$ cat src/rtl/intr_ctrl.sv
// Priority interrupt controller: latches rising edges from NSRC peripheral
// sources, masks them, and presents the highest-priority eligible source to
// the CPU on interrupt/irq. The request is held until ack, and no further
// request is made until the CPU signals end-of-interrupt (eoi).
//
// CPU handshake: interrupt acts as "valid" and ack as "ready". Once interrupt
// is raised, irq stays stable and interrupt stays high until a cycle with
// ack=1. The transfer completes on that edge: interrupt drops and the source
// is cleared. ack seen while interrupt=0 carries no meaning and is ignored.
// eoi only has an effect while in_service=1.
module intr_ctrl #(
  parameter int unsigned NSRC       = 8,
  parameter logic [7:0]  MASK_RESET = 8'h00
) (
  input  logic            clock,
  input  logic            reset,
  input  logic [NSRC-1:0] src,
  input  logic            cfg_we,
  input  logic [NSRC-1:0] cfg_wdata,
  input  logic            ack,
  input  logic            eoi,
  output logic            interrupt,
  output logic [2:0]      irq,
  output logic [NSRC-1:0] pending,
  output logic [NSRC-1:0] mask,
  output logic            in_service
);

  typedef enum logic [1:0] {
    IDLE    = 2'd0,
    REQ     = 2'd1,
    SERVICE = 2'd2
  } state_t;

  state_t          state;
  state_t          state_d;
  logic [NSRC-1:0] src_q;
  logic [NSRC-1:0] edges;
  logic [NSRC-1:0] eligible;
  logic [NSRC-1:0] clr;
  logic [NSRC-1:0] pending_d;
  logic [2:0]      winner;
  logic            interrupt_d;
  logic [2:0]      irq_d;
  logic            in_service_d;
  logic            take;

  // Rising-edge detect and eligibility of latched requests.
  always_comb begin
    edges    = src & ~src_q;
    eligible = pending & ~mask;
  end

  // Lowest set eligible bit wins; scanning downwards leaves the lowest index.
  always_comb begin
    winner = 3'd0;
    for (int i = NSRC - 1; i >= 0; i--) begin
      if (eligible[i]) winner = 3'(i);
    end
  end

  // Next-state and registered-output values for the request FSM.
  always_comb begin
    state_d      = state;
    interrupt_d  = interrupt;
    irq_d        = irq;
    in_service_d = in_service;
    take         = 1'b0;
    case (state)
      IDLE: begin
        if (eligible != '0) begin
          irq_d       = winner;
          interrupt_d = 1'b1;
          state_d     = REQ;
        end
      end
      REQ: begin
        // eoi during REQ is meaningless; only ack moves the FSM on.
        if (ack) begin
          take         = 1'b1;
          interrupt_d  = 1'b0;
          in_service_d = 1'b1;
          state_d      = SERVICE;
        end
      end
      SERVICE: begin
        if (eoi) begin
          in_service_d = 1'b0;
          state_d      = IDLE;
        end
      end
      default: begin
        interrupt_d  = 1'b0;
        in_service_d = 1'b0;
        state_d      = IDLE;
      end
    endcase
  end

  // Pending update: acknowledged source clears, but a fresh edge always wins.
  always_comb begin
    clr = '0;
    if (take) clr[irq] = 1'b1;
    pending_d = (pending & ~clr) | edges;
  end

  // State, outputs, mask and edge history registers.
  always_ff @(posedge clock) begin
    src_q <= src;
    if (reset) begin
      state      <= IDLE;
      interrupt  <= 1'b0;
      irq        <= 3'd0;
      in_service <= 1'b0;
      pending    <= '0;
      mask       <= MASK_RESET[NSRC-1:0];
    end else begin
      state      <= state_d;
      interrupt  <= interrupt_d;
      irq        <= irq_d;
      in_service <= in_service_d;
      pending    <= pending_d;
      if (cfg_we) mask <= cfg_wdata;
    end
  end

endmodule

$ cat config.mk
export PLATFORM = sky130hd
export DESIGN_NAME = intr_ctrl
export DESIGN_NICKNAME = d
export VERILOG_FILES = /design/src/rtl/intr_ctrl.sv
export SDC_FILE = /design/constraint.sdc
export NUM_CORES = 1
export LEC_CHECK = 0
export BUFFER_PORTS_ARGS = -buffer_cell sky130_fd_sc_hd__buf_2
export CAP_MARGIN = 20
export CORE_MARGIN = 1
export CORE_UTILIZATION = 40
export CTS_BUF_LIST = sky130_fd_sc_hd__clkbuf_4
export CTS_CLUSTER_DIAMETER = 100
export DETAILED_ROUTE_END_ITERATION = 10
export GPL_TIMING_DRIVEN = 0
export PLACE_DENSITY = 0.67
export SYNTH_ARGS = -nofsm -noshare
export SYNTH_HDL_FRONTEND = slang
export SYNTH_SLANG_ARGS = --single-unit
$ cat constraint.sdc
create_clock -name clock -period 1.4 [get_ports clock]
set_input_delay 0 -clock clock [delete_from_list [all_inputs] [get_ports clock]]
set_output_delay 0 -clock clock [all_outputs]
set_load 0.05 [all_outputs]
==> out/metrics.cfg <==
[outcome]
status = finished with violations
violations = DRC

[cts]
cts-root-buf = clkbuf_4
clock_path_buffers = 2
cts_inserted_buffers = 5
h-tree-depth = 2
cts_sinks = 31
clk_pin_slew_ns = 0.09
tritoncts = built
clk_latency_ns = 0.33

[synthesis]
synth-xor-area-share = 0
synth_edf_count = 0
synth_fa_ha_area_frac = 0
syn-num-nets = 144
yosysUniqueCellTypes = 27
yosysSeqAreaShare = 0.513
syn_area_per_cell_um2 = 9.83
yosysTopAreaCell = dfxtp_1
synth_area_leaders = dfxtp_1 (51%), mux2i_1 (6.6%), a21oi_1 (6.2%)
async_flop_share = 0
yosysMostFrequentCell = dfxtp_1
yosys.area.top_type_share = 0.513
synth_seq_cells = 31
synthMuxAreaShare = 0.0663
ys_warn_count = 0
synth_common_cells = dfxtp_1 (31), a21oi_1 (15), nor2_1 (13)
ys.flop_type = dfxtp_1
synth_compound_area_frac = 0.168
syn-cell-area_mm2 = 0.00121
netlist_instances = 123
synth_top_family_by_area = simple AND/OR/NAND/NOR gates
yosys.area_share.simple = 0.236

[job]
drv_cap = 0

[floorplan]
die_x_um = 57.0
rows = 19
core_area_mm2 = 0.00281
initial_utilization = 0.431
io_pins = 42
dieHeight_um = 57.0
dieArea_mm2 = 0.00325

[worst_setup_path]
rrSetupSlack_ns = 0.11
critPathKind = flip-flop to flip-flop
worstPathMaxFanout = 7
worstPathCellList = and3b_2 > nand2_1 > o31ai_1 > a21oi_1
critPathRequiredTime_ns = 1.60
crit_path_start_kind = flip-flop
cpMaxStageDelayCell = dfxtp_1
rr_startpoint = state[0]
r2r_end = pending[4]
cpPeakStageDelay_ns = 0.44
worstPathArrival_ns = 1.49
worstRegToRegCells = 4
cp-end-kind = flip-flop

[routing]
drt_iter0_markers = 22
wl_um = 2720
antenna_left = 0
drc_errors = 4
avgViaCountPerCell = 5.01
wl_per_cell_um = 12.4
via_count = 1097
first_pass_iters = 9

[sta]
min_period_over_period = 0.922
period_needed_ns = 1.29
hold_viol_final = 0
max_freq_ghz = 0.775
setup_tns_ns = 0
rsz0062_at_grt = false
slew_viol_final = 0
tightest_slew_ns = 0.444
clock_skew_ns = 0.00298
max-slew-margin-rel = 0.704
setup_viol = 0

[power_and_ir_drop]
sw_frac_of_total = 0.339
intPower_mw = 1.35
pwr-share-clk = 0.243
seq_power_share = 0.499
p_leak_nw = 0.753
netSwitchingPower_mw = 0.695
powerDensity_mw_per_mm2 = 1210
ir_worst_vdd_v = 0.000669
pwr-share-comb = 0.258
total_power_mw = 2.05

[global_routing]
grt.total_usage = 0.187
grt_max_degree = 11
antenna_found_initial = 0
grt_pass1_vias = 1077
overflow = 0
grt_pass1_wl_um = 4490

[place]
dp_hpwl_um = 1890
port_buffers = 39
place_area_mm2 = 0.00146
finalWeightedCongestion = 0.803

[worst_hold_path]
worstHoldPathCells = 2
hold_path.startpoint = reset
min_path_type = input pin to flip-flop
holdPathEnd = irq[1]

[final_layout]
nNetsFinal = 208
drive_gt1_frac = 0.362
antenna_cells = 0
fin_area_mm2 = 0.00169
final_core_util = 0.602
area_growth_pct = 39.8

## kinds of logic after synthesis
logic type | after synthesis
AND/OR/NAND/NOR | 46
flip-flops | 31
buffers and inverters | 5
multiplexers | 8
AO/OA/AOI/OAI | 33
## layer usage
metal | global-route usage | wire, um
met1 | 0.210 | 1220
met2 | 0.318 | 1300
met3 | 0.0522 | 138
met4 | 0.105 | 59
met5 | 0 | 0
## area by class of cell
cell class	instances	area, um^2
Clock buffer	6	45.0
Clock inverter	2	7.51
Buffer	4	16.3
Fill cell	257	1120
Inverter	1	3.75
Tap cell	31	38.8
Sequential cell	31	634
Timing Repair Buffer	57	375
Multi-Input combinational cell	87	568
## through the flow
stage          std cells  setup WS, ns  hold WS [ns]
2_1_floorplan        123        0.0173        0.0277
3_3_place_gp         193         0.174         0.118
3_5_place_dp         193         0.140         0.120
4_1_cts              219         0.125        0.0124
5_1_grt              219       0.00790        0.0505
6_report             219         0.109        0.0327
## placed cells by master, fill, tap and decap left out, types with 2 or more instances in the layout
cell / n
o21ai_1: 2
buf_2: 40
nand4_1: 2
mux2i_1: 8
nor2b_1: 3
dfxtp_1: 20
nand2b_1: 11
nand2b_2: 5
clkinv_1: 2
a21oi_1: 15
dlygate4sd3_1: 18
nor2_1: 13
clkbuf_4: 6
o21ai_0: 8
o31ai_1: 2
dfxtp_2: 11
clkbuf_1: 3
nand2_1: 6
## flip-flops by register name (all words and copies together) (netlist names)
register / flops
state: 2
src_q: 8
irq: 3
mask: 8
in_service: 1
pending: 8
interrupt: 1
## power groups by stage
| stage | sequential [mW] | combinational, mW | clock, mW |
|---|---|---|---|
| detailed placement | 1.04 | 0.491 | 0 |
| CTS | 1.02 | 0.530 | 0.514 |
| finish | 1.02 | 0.529 | 0.497 |
| floorplan | 1.21 | 0.195 | 0 |
| global placement | 1.04 | 0.482 | 0 |
| global route | 1.03 | 0.571 | 0.555 |
## worst max-delay path: cells and delay by family (launching register included)
family | cells | cell delay [ns]
and+or+nand+nor | 2 | 0.39
DFF | 1 | 0.44
AOI/OAI and AO/OA | 2 | 0.33
## timing repair
item | CTS | global route
setup buffers | 0 | 0
hold buffers | 18 | 0
hold endpoints to repair | 26 | 0
gates resized for setup | 0 | 0
## worst max-delay path by stage
| stage | start | to | slack, ns | cells after the start |
|---|---|---|---|---|
| after floorplan | pending[0] | irq[0] | 0.02 | 4 |
| after global placement | state[0] | pending[4] | 0.17 | 4 |
| after detailed placement | state[0] | pending[4] | 0.14 | 4 |
| after CTS | state[0] | pending[4] | 0.13 | 4 |
| after global routing | state[0] | pending[4] | 0.008 | 4 |
| final | state[0] | pending[4] | 0.11 | 4 |
(Power assumes the default switching activity.)
